<file path="src/rtl/eeg_sample_loader_pkg.sv">
// eeg_sample_loader_pkg: shared types and constants for the EEG load stage.
// Optional checksum output of the loader is enabled by EEG_SAMPLE_LOADER_CHECKSUM_EN.
package eeg_sample_loader_pkg;

  localparam int ADC_BITWIDTH     = 16;
  localparam int NUM_PATCHES      = 30;
  localparam int PATCH_LEN        = 128;
  localparam int EEG_NUM_SAMPLES  = NUM_PATCHES * PATCH_LEN;
  localparam int ADC_MIDSCALE     = 1 << (ADC_BITWIDTH - 1);
  localparam int INT_RES_ADDR_W   = 16;
  localparam int INT_RES_DOUBLE_W = 30;

  typedef logic [ADC_BITWIDTH-1:0]     AdcData_t;
  typedef logic [INT_RES_ADDR_W-1:0]   IntResAddr_t;
  typedef logic [INT_RES_DOUBLE_W-1:0] IntResDouble_t;

  typedef enum logic [0:0] {
    EEG_INPUT_MEM  = 1'b0,
    PATCH_PROJ_MEM = 1'b1
  } MemRegion_t;

  localparam IntResAddr_t [1:0] mem_map = '{16'h1000, 16'h0000};

  typedef enum logic [1:0] {
    EEG_LDR_IDLE,
    EEG_LDR_LOADING,
    EEG_LDR_DONE
  } EegLoaderState_t;

  // Midscale removal then scale into the double-width fixed-point format.
  function automatic IntResDouble_t adc_to_int_res(
    input AdcData_t adc,
    input int       shift
  );
    logic [ADC_BITWIDTH:0] mid;
    logic [ADC_BITWIDTH:0] s;
    mid = ADC_MIDSCALE[ADC_BITWIDTH:0];
    s   = {1'b0, adc} - mid;
    return IntResDouble_t'(
      {{(INT_RES_DOUBLE_W-ADC_BITWIDTH-1){s[ADC_BITWIDTH]}}, s}
      << shift);
  endfunction

endpackage

</file>
<file path="src/rtl/eeg_sample_loader_sample_fifo.sv">
// sample_fifo: small circular buffer with full/empty flags and occupancy.
// Shared by all builds; EEG_SAMPLE_LOADER_CHECKSUM_EN does not affect it.
module sample_fifo #(
  parameter int W     = 8,
  parameter int DEPTH = 4
) (
  input  logic                       clk,
  input  logic                       rst,
  input  logic                       clr_i,
  input  logic                       push_i,
  input  logic                       pop_i,
  input  logic [W-1:0]               data_i,
  output logic [W-1:0]               data_o,
  output logic                       full_o,
  output logic                       empty_o,
  output logic [$clog2(DEPTH+1)-1:0] count_o
);

  localparam int AW = $clog2(DEPTH);
  localparam int CW = $clog2(DEPTH + 1);

  logic [W-1:0]  mem_q [DEPTH];
  logic [AW-1:0] rd_q, wr_q;
  logic [CW-1:0] cnt_q;
  logic          do_push, do_pop;

  assign full_o  = cnt_q == CW'(DEPTH);
  assign empty_o = cnt_q == '0;
  assign do_pop  = pop_i & ~empty_o;
  // A push into a full buffer succeeds only if a slot frees this cycle.
  assign do_push = push_i & (~full_o | do_pop);
  assign data_o  = mem_q[rd_q];
  assign count_o = cnt_q;

  always_ff @(posedge clk) begin
    if (do_push) mem_q[wr_q] <= data_i;
  end

  always_ff @(posedge clk) begin
    if (rst || clr_i) begin
      rd_q  <= '0;
      wr_q  <= '0;
      cnt_q <= '0;
    end else begin
      if (do_push) wr_q <= wr_q + AW'(1);
      if (do_pop)  rd_q <= rd_q + AW'(1);
      cnt_q <= cnt_q + CW'(do_push) - CW'(do_pop);
    end
  end

endmodule

</file>
<file path="src/rtl/eeg_sample_loader.sv">
// eeg_sample_loader: converts ADC samples to fixed point and streams them to memory.
// Optional checksum output is enabled by EEG_SAMPLE_LOADER_CHECKSUM_EN.
module eeg_sample_loader
  import eeg_sample_loader_pkg::*;
#(
  parameter int NUM_SAMPLES = EEG_NUM_SAMPLES,
  parameter int FIFO_DEPTH  = 4,
  parameter int SHIFT       = 4
) (
  input  logic          clk,
  input  logic          rst,
  input  logic          start_i,
  input  logic          adc_valid_i,
  input  AdcData_t      adc_data_i,
  output logic          mem_wr_en_o,
  input  logic          mem_wr_ready_i,
  output IntResAddr_t   mem_addr_o,
  output IntResDouble_t mem_data_o,
  output logic          busy_o,
  output logic          done_o,
`ifdef EEG_SAMPLE_LOADER_CHECKSUM_EN
  output logic [31:0]   checksum_o,
`endif
  output logic          overflow_o
);

  localparam int CW = $clog2(NUM_SAMPLES + 1);
  localparam int DW = $bits(IntResDouble_t);
  localparam int EW = CW + DW;
  localparam int OW = $clog2(FIFO_DEPTH + 1);
  localparam logic [CW-1:0] NUM_C = CW'(NUM_SAMPLES);

  EegLoaderState_t state_q, state_d;
  logic [CW-1:0]   acc_cnt_q, acc_cnt_d;
  logic            ovf_q, ovf_d;
  logic            loading, launch, accept, hs, drop, last_wr;
  logic            fifo_full, fifo_empty;
  logic [OW-1:0]   fifo_cnt;
  logic [EW-1:0]   fifo_in, fifo_head;

  assign loading = state_q == EEG_LDR_LOADING;
  assign accept  = loading & adc_valid_i & (acc_cnt_q < NUM_C);
  assign hs      = mem_wr_en_o & mem_wr_ready_i;
  assign drop    = accept & fifo_full & ~hs;
  // Each entry carries its slot index, so a dropped sample skips its address.
  assign fifo_in = {acc_cnt_q, adc_to_int_res(adc_data_i, SHIFT)};
  assign last_wr = hs & (fifo_cnt == OW'(1)) & (acc_cnt_q == NUM_C);

  sample_fifo #(
    .W     (EW),
    .DEPTH (FIFO_DEPTH)
  ) u_fifo (
    .clk     (clk),
    .rst     (rst),
    .clr_i   (launch),
    .push_i  (accept & ~drop),
    .pop_i   (hs),
    .data_i  (fifo_in),
    .data_o  (fifo_head),
    .full_o  (fifo_full),
    .empty_o (fifo_empty),
    .count_o (fifo_cnt)
  );

  assign mem_wr_en_o = loading & ~fifo_empty;
  assign mem_addr_o  = mem_wr_en_o
    ? mem_map[EEG_INPUT_MEM] + IntResAddr_t'(fifo_head[EW-1:DW])
    : '0;
  assign mem_data_o  = mem_wr_en_o ? fifo_head[DW-1:0] : '0;
  assign overflow_o  = ovf_q;

  always_comb begin
    state_d = state_q;
    launch  = 1'b0;
    busy_o  = 1'b0;
    done_o  = 1'b0;
    unique case (state_q)
      EEG_LDR_IDLE: begin
        if (start_i) begin
          state_d = EEG_LDR_LOADING;
          launch  = 1'b1;
        end
      end
      EEG_LDR_LOADING: begin
        busy_o = 1'b1;
        if (last_wr) state_d = EEG_LDR_DONE;
      end
      EEG_LDR_DONE: begin
        done_o  = 1'b1;
        state_d = EEG_LDR_IDLE;
      end
      default: state_d = EEG_LDR_IDLE;
    endcase
  end

  always_comb begin
    acc_cnt_d = acc_cnt_q;
    ovf_d     = ovf_q;
    if (launch) begin
      acc_cnt_d = '0;
      ovf_d     = 1'b0;
    end else begin
      if (accept) acc_cnt_d = acc_cnt_q + CW'(1);
      if (drop)   ovf_d     = 1'b1;
    end
  end

  always_ff @(posedge clk) begin
    if (rst) begin
      state_q   <= EEG_LDR_IDLE;
      acc_cnt_q <= '0;
      ovf_q     <= 1'b0;
    end else begin
      state_q   <= state_d;
      acc_cnt_q <= acc_cnt_d;
      ovf_q     <= ovf_d;
    end
  end

`ifdef EEG_SAMPLE_LOADER_CHECKSUM_EN
  logic [31:0] cks_q, cks_d;

  always_comb begin
    cks_d = cks_q;
    if (launch)      cks_d = '0;
    else if (accept) cks_d = cks_q + 32'(adc_data_i);
  end

  always_ff @(posedge clk) begin
    if (rst) cks_q <= '0;
    else     cks_q <= cks_d;
  end

  assign checksum_o = cks_q;
`endif

endmodule

</file>
<file path="config.mk">
export PLATFORM = sky130hd
export DESIGN_NAME = eeg_sample_loader
export DESIGN_NICKNAME = d
export VERILOG_FILES = /design/src/rtl/eeg_sample_loader_pkg.sv /design/src/rtl/eeg_sample_loader_sample_fifo.sv /design/src/rtl/eeg_sample_loader.sv
export SDC_FILE = /design/constraint.sdc
export NUM_CORES = 1
export LEC_CHECK = 0
export ABC_AREA = 1
export CELL_PAD_IN_SITES_DETAIL_PLACEMENT = 0
export CELL_PAD_IN_SITES_GLOBAL_PLACEMENT = 2
export CORE_AREA = 2 2 125 127
export DETAILED_ROUTE_END_ITERATION = 8
export DIE_AREA = 0 0 127 129
export PLACE_DENSITY = 0.92
export SLEW_MARGIN = 20
export SYNTH_ARGS = -nofsm -noshare
export SYNTH_HDL_FRONTEND = slang
export SYNTH_SLANG_ARGS = --single-unit
</file>
<file path="constraint.sdc">
create_clock -name clk -period 6.3 [get_ports clk]
set_input_delay 1.26 -clock clk [delete_from_list [all_inputs] [get_ports clk]]
set_output_delay 1.26 -clock clk [all_outputs]
set_load 0.005 [all_outputs]
</file>
==> results.sh <==
export IMPL_status="complete, no violations"
export IMPL_finalPower_uw=2070
export IMPL_vdd_drop_max_v=0.000176
export IMPL_diodes=0
export IMPL_synth_edf_count=112
export IMPL_drc_errors=0
export IMPL_fin_tns_setup_ns=0
export IMPL_htreeDepth=4
export IMPL_postCtsSetupBuffers=0
export IMPL_synth_cell_types=30
export IMPL_wirelength_met1_um=5080
export IMPL_core_region_area_mm2=0.0150
export IMPL_worstSetupPathType="flop to primary output"
export IMPL_via_per_inst=4.80
export IMPL_p_leak_uw=0.00248
export IMPL_hold_viol_final=0
export IMPL_arrival_ns=3.03
export IMPL_fin_nets=611
export IMPL_tritoncts="built"
export IMPL_yosysSeqAreaShare=0.670
export IMPL_fmax_mhz=233
export IMPL_finalSetupViolCount=0
export IMPL_dr_max_layer_used="met4"
export IMPL_stdcell_count=782
export IMPL_wl_met2_um=5600
export IMPL_cts_repair_resized=0
export IMPL_powerDensity_mw_per_mm2=294
export IMPL_worst_setup_path_end_kind="primary output"
export IMPL_reg2reg_from="u_fifo.count_o[1]"
export IMPL_holdCritStartpoint="overflow_o"
export IMPL_skew_ns=0.00740
export IMPL_fin_hold_ws_ns=0.452
export IMPL_final_area_mm2=0.00703
export IMPL_min_period_ns=4.29
export IMPL_routed_wl_met3_um=675
export IMPL_placedCellCount=750
export IMPL_n_fill_cell=1341
export IMPL_die_x_um=127
export IMPL_drt_wl_total_um=11500
export IMPL_wire_per_inst_um=14.7
export IMPL_start_util=0.383
export IMPL_gp_congestion=0.764
export IMPL_syn_avg_cell_area_um2=10.9
export IMPL_startpoint_type="flop"
export IMPL_chipHeight_um=129
export IMPL_slew_violations=0
export IMPL_synth_async_reset_ratio=0
export IMPL_grt_use_total=0.152
export IMPL_io_buffers=62
export IMPL_hold_buffers=0
export IMPL_yosys_area_share_simple=0.141
export IMPL_cap_violations=0
export IMPL_place_area_mm2=0.00642
export IMPL_syn_to_final_growth_pct=22.7
export IMPL_cts_clk_slew_worst_paths_ns=0.05
export IMPL_crit_path_max_fanout=57
export IMPL_relSlewSlack=0.450
export IMPL_mostFrequentLayoutCell="nor2_1"
export IMPL_place_hpwl_um=6680
export IMPL_rsz0062_at_grt="false"
export IMPL_num_rows=45
export IMPL_synthesis_area_mm2=0.00573
export IMPL_grt_pass1_vias=3659
export IMPL_syn_inst=526
export IMPL_synth_compound_area_frac=0.0978
export IMPL_drive_gt1_frac=0.106
export IMPL_synthXorXnorAreaFrac=0.00153
export IMPL_drtIter0Drc=284
export IMPL_firstDrtPassIters=4
export IMPL_synth_flop_cell="edfxtp_1"
export IMPL_cts_root_buffer="clkbuf_16"
export IMPL_synth_top_family_by_area="simple AND/OR/NAND/NOR gates"
export IMPL_hold_path_class="flop to flop"
export IMPL_yosysWarnings=0
export IMPL_grt_max_degree=58
export IMPL_io_pins=71
export IMPL_clockBufferDepth=2
export IMPL_worstMarginPinSlew_ns=0.824
export IMPL_period_share=0.681
export IMPL_vias=3756
export IMPL_clock_latency_ns=0.42
export IMPL_die_area_mm2=0.0164
export IMPL_ant_nets=0
export IMPL_antenna_found_initial=0
export IMPL_synthAdderAreaFrac=0.0209
export IMPL_muxShareOfSynthArea=0
export IMPL_numCtsBuffers=17
export IMPL_cts_sinks=136
export IMPL_critPathRequiredTime_ns=5.04
export IMPL_synth_seq_cells=136
export IMPL_grt_ovfl_total=0
export IMPL_grt_pass1_wl_um=18600
export IMPL_most_common_layout_cells="136 x nor2_1, 112 x edfxtp_1, 63 x o21ai_0"
[registers in the layout, indices dropped and copies added, names as in the netlist, named ones only]
signal,count
overflow_o,1
state_q,2
u_fifo.mem_q,112
acc_cnt_q,12
u_fifo.rd_q,2
u_fifo.count_o,3
u_fifo.wr_q,2
[metrics by stage]
step / util / worst slack, ns
after detailed placement: 0.429 / 2.15
after global routing: 0.470 / 1.72
after CTS: 0.470 / 1.69
after floorplan: - / 3.02
final: 0.470 / 2.01
after global placement: 0.429 / 2.29
[routing by layer]
layer / up-vias / track usage
li1: 1872 / -
met1: 1782 / 0.190
met2: 87 / 0.250
met3: 15 / 0.0441
met4: 0 / 0.0582
met5: - / 0
[power breakdown]
group	switching, uW	internal [uW]	leakage [uW]
sequential	5.87	981	0.00121
clock	353	657	0.000297
combinational	40.4	30.8	0.000973
[synth_stat cells, types with 2 or more instances]
cell type / instances / area share
nor2_2: 3 / 0.0033
buf_4: 24 / 0.031
inv_1: 31 / 0.020
o21ai_0: 63 / 0.055
nor2_1: 140 / 0.092
ha_1: 8 / 0.017
buf_2: 6 / 0.0052
clkbuf_1: 6 / 0.0039
dfxtp_1: 24 / 0.084
nand3_1: 5 / 0.0044
o21ai_1: 2 / 0.0017
nor3_1: 3 / 0.0026
a21oi_2: 2 / 0.0031
inv_2: 6 / 0.0039
nor2_4: 2 / 0.0039
edfxtp_1: 112 / 0.59
nand3_2: 3 / 0.0052
buf_1: 2 / 0.0013
a21oi_1: 42 / 0.037
nand2_2: 4 / 0.0044
nand2_1: 29 / 0.019
[critical path: stages (launching register included)]
cell	delay, ns
dfxtp_4	0.53
inv_2	0.69
o21ai_0	0.16
a21oi_1	0.58
clkdlybuf4s50_1	0.65
[kinds of logic after synthesis]
kind of cell,after synthesis
and+or+nand+nor,193
DFF,136
AOI/OAI and AO/OA,110
buffers and inverters,76
adders and majority gates,9
xor gates and xnor gates,1
other,1
[final timing paths]
kind / to / slack (ns) / cells after the start
hold reg to reg: overflow_o / 0.45 / 2
setup / recovery: mem_data_o[26] / 2.01 / 4
hold / removal: overflow_o / 0.45 / 2
setup reg to reg: u_fifo.count_o[2] / 4.27 / 11
[area by class of cell]
| class | count | area (um^2) | area share |
|---|---|---|---|
| Multi-Input combinational cell | 321 | 1540 | 0.218 |
| Clock buffer | 18 | 429 | 0.0610 |
| Sequential cell | 136 | 3850 | 0.547 |
| Clock inverter | 14 | 181 | 0.0258 |
| Inverter | 37 | 139 | 0.0197 |
| Tap cell | 188 | 235 | 0.0334 |
| Timing Repair Buffer | 68 | 666 | 0.0946 |
No activity file was read; power rests on OpenSTA's default activity.
==> RTL change 1 (same settings) <==
The 3 states of `EegLoaderState_t` get a one-hot encoding in 3 bits.
--- a/src/rtl/eeg_sample_loader_pkg.sv
+++ b/src/rtl/eeg_sample_loader_pkg.sv
@@ -21,10 +21,10 @@
 
   localparam IntResAddr_t [1:0] mem_map = '{16'h1000, 16'h0000};
 
-  typedef enum logic [1:0] {
-    EEG_LDR_IDLE,
-    EEG_LDR_LOADING,
-    EEG_LDR_DONE
+  typedef enum logic [2:0] {
+    EEG_LDR_IDLE    = 3'b001,
+    EEG_LDR_LOADING = 3'b010,
+    EEG_LDR_DONE    = 3'b100
   } EegLoaderState_t;
 
   // Midscale removal then scale into the double-width fixed-point format.
Check against the original RTL: no difference found for any inputs over 4 cycles, from zero or initial values and one cycle with rst high; so few cycles prove little.
==> RTL change 1 against the unedited design <==
- wire length is essentially flat
- area after synthesis grew 2.2%
- non-clock buffer count is the same
- power shrank 3.7%
- global-route usage shrank 0.26 points
- count of clock-buffer cells in the layout is the same
- critical endpoint is now mem_data_o[25]
- worst setup slack gained 0.051 ns
- highest routed layer unchanged
- worst hold slack gained 0.0051 ns
- sequential cell count grew 1
- cell area grew 1.5%
- via count grew 3.5%
==> RTL change 1: results (changes against the unedited design) <==
| Metric | Value |
|---|---|
| CP peak stage delay | `0.66 ns (was 0.69 ns)` |
| Vias per inst | `4.82 (was 4.80)` |
| Clock skew | `0.00818 ns (was 0.00740 ns)` |
| Max reg flops | `112 (unchanged)` |
| Status | `complete, no violations (unchanged)` |
| Port Buf Inserts | `62 (unchanged)` |
| Share of layout cells above drive strength 1 | `8.56% (was 10.6%)` |
| DRT Pass-1 Iters | `4 (unchanged)` |
| Leak | `2.47 nW (was 2.48 nW)` |
| Post-synth top cells | `139 x nor2_1, 112 x edfxtp_1, 58 x o21ai_0 (was 140 x nor2_1, 112 x edfxtp_1, 63 x o21ai_0)` |
| Rel. slew slack | `45.5% (was 45.0%)` |
| GP Congestion | `0.780 (was 0.764)` |
| Placed Cells | `775 (was 750)` |
| Worst vdd ir | `0.172 mV (was 0.176 mV)` |
| Overall Global Routing Usage | `14.9% (was 15.2%)` |
| Iteration-0 DRC Markers | `186 (was 284)` |
| # fillers | `1,320 (was 1,341)` |
| Via count of the first global-routing pass | `3,898 (was 3,659)` |
| Hold Path Class | `register to register (unchanged)` |
| H-tree Lvls | `4 (unchanged)` |
| Top Registers | `u_fifo.mem_q x112, acc_cnt_q x12` |
| R2r startpoint | `acc_cnt_q[8]$_SDFFE_PP0P_ (was u_fifo.count_o[1]$_SDFF_PP0_)` |
| CP Data Arrival Time | `2.98 ns (was 3.03 ns)` |
| Worst-path clk slew | `0.06 ns` |
| Post-Layout Cell Count | `807 (was 782)` |
| Area contributors post-synth | `edfxtp_1 57%, nor2_1 8.9%, dfxtp_1 8.5%, o21ai_0 5.0%, a21oi_1 4.0% (was edfxtp_1 59%, nor2_1 9.2%, dfxtp_1 8.4%, o21ai_0 5.5%, a21oi_1 3.7%)` |
| First-pass GRT wire length | `18.6 mm (about the same)` |
| EDFF count, synth | `112 (unchanged)` |
| Final WL | `11.5 mm (about the same)` |
| # nets final | `636 (was 611)` |
| Post-DP HPWL | `6.68 mm (about the same)` |
| Synth cell types | `29 (was 30)` |
| Worst skew pair latency | `0.42 ns (about the same)` |
| Mean post-synth cell area | `10.6 um^2 (was 10.9 um^2)` |
| Sequential share of the synthesized area | `65.9% (was 67.0%)` |
==> RTL change 1: cell types whose count changed after synthesis, moves of 4 or more <==
cell,unedited run,this run
a21oi_1,42,47
buf_4,24,20
inv_1,31,35
nand2_1,29,44
nand3_1,5,11
o21ai_0,63,58
==> RTL change 1: per-stage QoR <==
stage	setup slack, ns	power [mW]	hold WS (ns)	area (um^2)
6_report	2.06	1.99	0.457	7140
5_1_grt	1.82	2.05	0.489	7140
4_1_cts	1.77	2.01	0.466	7140
3_5_place_dp	2.21	1.05	0.454	6550
3_3_place_gp	2.31	1.04	0.454	6550
2_1_floorplan	3.03	1.03	0.442	5890
==> RTL change 1: worst reg2reg max path: cells and delay by family (launching register included) <==
family	cells	cell delay, ns
XOR/XNOR	1	0.17
buffers and inverters	1	0.08
adder cells (fa/ha/maj)	2	0.60
AND/OR/NAND/NOR	5	0.78
flip-flops	1	0.50
==> RTL change 1: kinds of logic after synthesis <==
family / share of synthesized area [%]
AO/OA/AOI/OAI: 9.22
XOR/XNOR: 0.896
adder cells (fa/ha/maj): 2.05
buffers and inverters: 6.85
flip-flops: 65.9
other: 0.0640
AND/OR/NAND/NOR: 15.0
==> RTL change 1: final timing paths <==
check	endpoint	slack [ns]	depth (start not counted)
worst max-delay path	mem_data_o[25]	2.06	4
worst min-delay path	overflow_o$_SDFFE_PP0P_	0.46	2
worst max register to register	u_fifo.count_o[2]$_SDFF_PP0_	4.07	9
worst min register to register	overflow_o$_SDFFE_PP0P_	0.46	2
==> RTL change 1: metal layers <==
metal / track usage, % / routed length, um
met1: 17.1 / 4920
met2: 25.6 / 5740
met5: 0 / 0
met3: 4.62 / 604
met4: 7.24 / 244
==> RTL change 1: final cells by class <==
class | instances | area share [%]
sequential | 137 | 54.2
multi-input combinational | 341 | 22.9
timing repair buffer | 68 | 9.32
clock buffer | 18 | 6.01
tap | 188 | 3.29
clock inverter | 14 | 2.19
inverter | 41 | 2.15
==> RTL change 1: power breakdown <==
part,switching (mW),internal (mW),leakage (nW)
registers,0.00385,0.979,1.22
logic,0.0252,0.0188,0.963
clock network,0.348,0.616,0.288
total,0.377,1.61,2.47
==> RTL change 2 (same settings) <==
Made on the original files. `ADC_BITWIDTH`: 16 -> 18.
--- a/src/rtl/eeg_sample_loader_pkg.sv
+++ b/src/rtl/eeg_sample_loader_pkg.sv
@@ -2,7 +2,7 @@
 // Optional checksum output of the loader is enabled by EEG_SAMPLE_LOADER_CHECKSUM_EN.
 package eeg_sample_loader_pkg;
 
-  localparam int ADC_BITWIDTH     = 16;
+  localparam int ADC_BITWIDTH     = 18;
   localparam int NUM_PATCHES      = 30;
   localparam int PATCH_LEN        = 128;
   localparam int EEG_NUM_SAMPLES  = NUM_PATCHES * PATCH_LEN;
Ports: changed (resized adc_data_i); port bits go from 71 to 73. No check against the original RTL was run, so the function may have changed too.
==> RTL change 2 against the unedited design <==
- area after synthesis grew 5.1%
- largest cell class unchanged
- sequential cell count is 8 higher
- cell area increased by 4.8%
- sequential power up 6%
- power rose by 3.0%
- wire length grew 4.5%
- worst setup slack worse by 0.091 ns
- clock skew decreased by 0.00063 ns
==> RTL change 2: results (changes against the unedited design) <==
| Metric | Value |
|---|---|
| Status | `complete, no violations (unchanged)` |
| WL/cell | `14.9 um (was 14.7 um)` |
| Place WS | `2.29 ns (was 2.15 ns)` |
| Met3 Routed Length | `402 um (was 675 um)` |
| Fraction of area in multi-input gates | `22.1% (was 21.8%)` |
| WL met2 | `5.87 mm (was 5.60 mm)` |
| Overall Global Routing Usage | `15.6% (was 15.2%)` |
| Share of layout cells above drive strength 1 | `8.71% (was 10.6%)` |
| Met1 global-route usage | `19.4% (was 19.0%)` |
| Area contributors post-synth | `edfxtp_1 60%, nor2_1 9.3%, dfxtp_1 8.0%, o21ai_0 5.0%, a21oi_1 3.7% (was edfxtp_1 59%, nor2_1 9.2%, dfxtp_1 8.4%, o21ai_0 5.5%, a21oi_1 3.7%)` |
| Sequential share of the synthesized area | `67.7% (was 67.0%)` |
| Post-Synthesis Cells | `552 (was 526)` |
| Compound-cell area share of the yosys netlist | `9.90% (was 9.78%)` |
| Placed cell area | `0.00677 mm^2 (was 0.00642 mm^2)` |
| Post-synthesis adder-cell area fraction | `1.99% (was 2.09%)` |
| Worst vdd ir | `0.200 mV (was 0.176 mV)` |
| Iteration-0 DRC Markers | `363 (was 284)` |
| CP Data Arrival Time | `3.12 ns (was 3.03 ns)` |
| # clock sinks | `144 (was 136)` |
| Largest net degree at the start of global routing | `62 (was 58)` |
| Invs w/o clock | `40 (was 37)` |
| DRT met1 WL | `5.59 mm (was 5.08 mm)` |
| Post-DP HPWL | `7.17 mm (was 6.68 mm)` |
| Vias per inst | `4.88 (was 4.80)` |
| Leak | `2.57 nW (was 2.48 nW)` |
| EDFF count, synth | `120 (was 112)` |
| FF+latch area | `0.00409 mm^2 (was 0.00385 mm^2)` |
| Clock-cell share of area | `8.21% (was 8.68%)` |
| Psw | `0.427 mW (was 0.399 mW)` |
| Comb group | `0.0768 mW (was 0.0712 mW)` |
| First-pass GRT wire length | `19.4 mm (was 18.6 mm)` |
| Port Buf Inserts | `64 (was 62)` |
| # fillers | `1,308 (was 1,341)` |
| CP peak stage delay | `0.72 ns (was 0.69 ns)` |
| Rel. slew slack | `32.7% (was 45.0%)` |
| Power Sequential | `1.05 mW (was 0.987 mW)` |
| DR vias | `3,941 (was 3,756)` |
-- RTL change 2: changes by cell type in the layout (fill, tap and decap cells not counted), moves of 3 or more --
| cell | delta |
|---|---|
| o21ai_0 | -3 |
| nand3_2 | -3 |
| inv_1 | +5 |
| nor2_1 | +10 |
| inv_2 | -3 |
| nor2_4 | +3 |
| nor2_2 | -6 |
| o21ai_1 | +7 |
| nand4_1 | +3 |
| edfxtp_1 | +8 |
-- RTL change 2: final timing paths --
path | startpoint | end | slack [ns] | depth (start not counted)
setup / recovery | register | mem_data_o[23] | 1.92 | 5
hold reg to reg | overflow_o$_SDFFE_PP0P_ | overflow_o$_SDFFE_PP0P_ | 0.47 | 2
hold / removal | overflow_o$_SDFFE_PP0P_ | overflow_o$_SDFFE_PP0P_ | 0.47 | 2
setup reg to reg | acc_cnt_q[8]$_SDFFE_PP0P_ | u_fifo.mem_q[0][15]$_DFFE_PP_ | 4.07 | 5
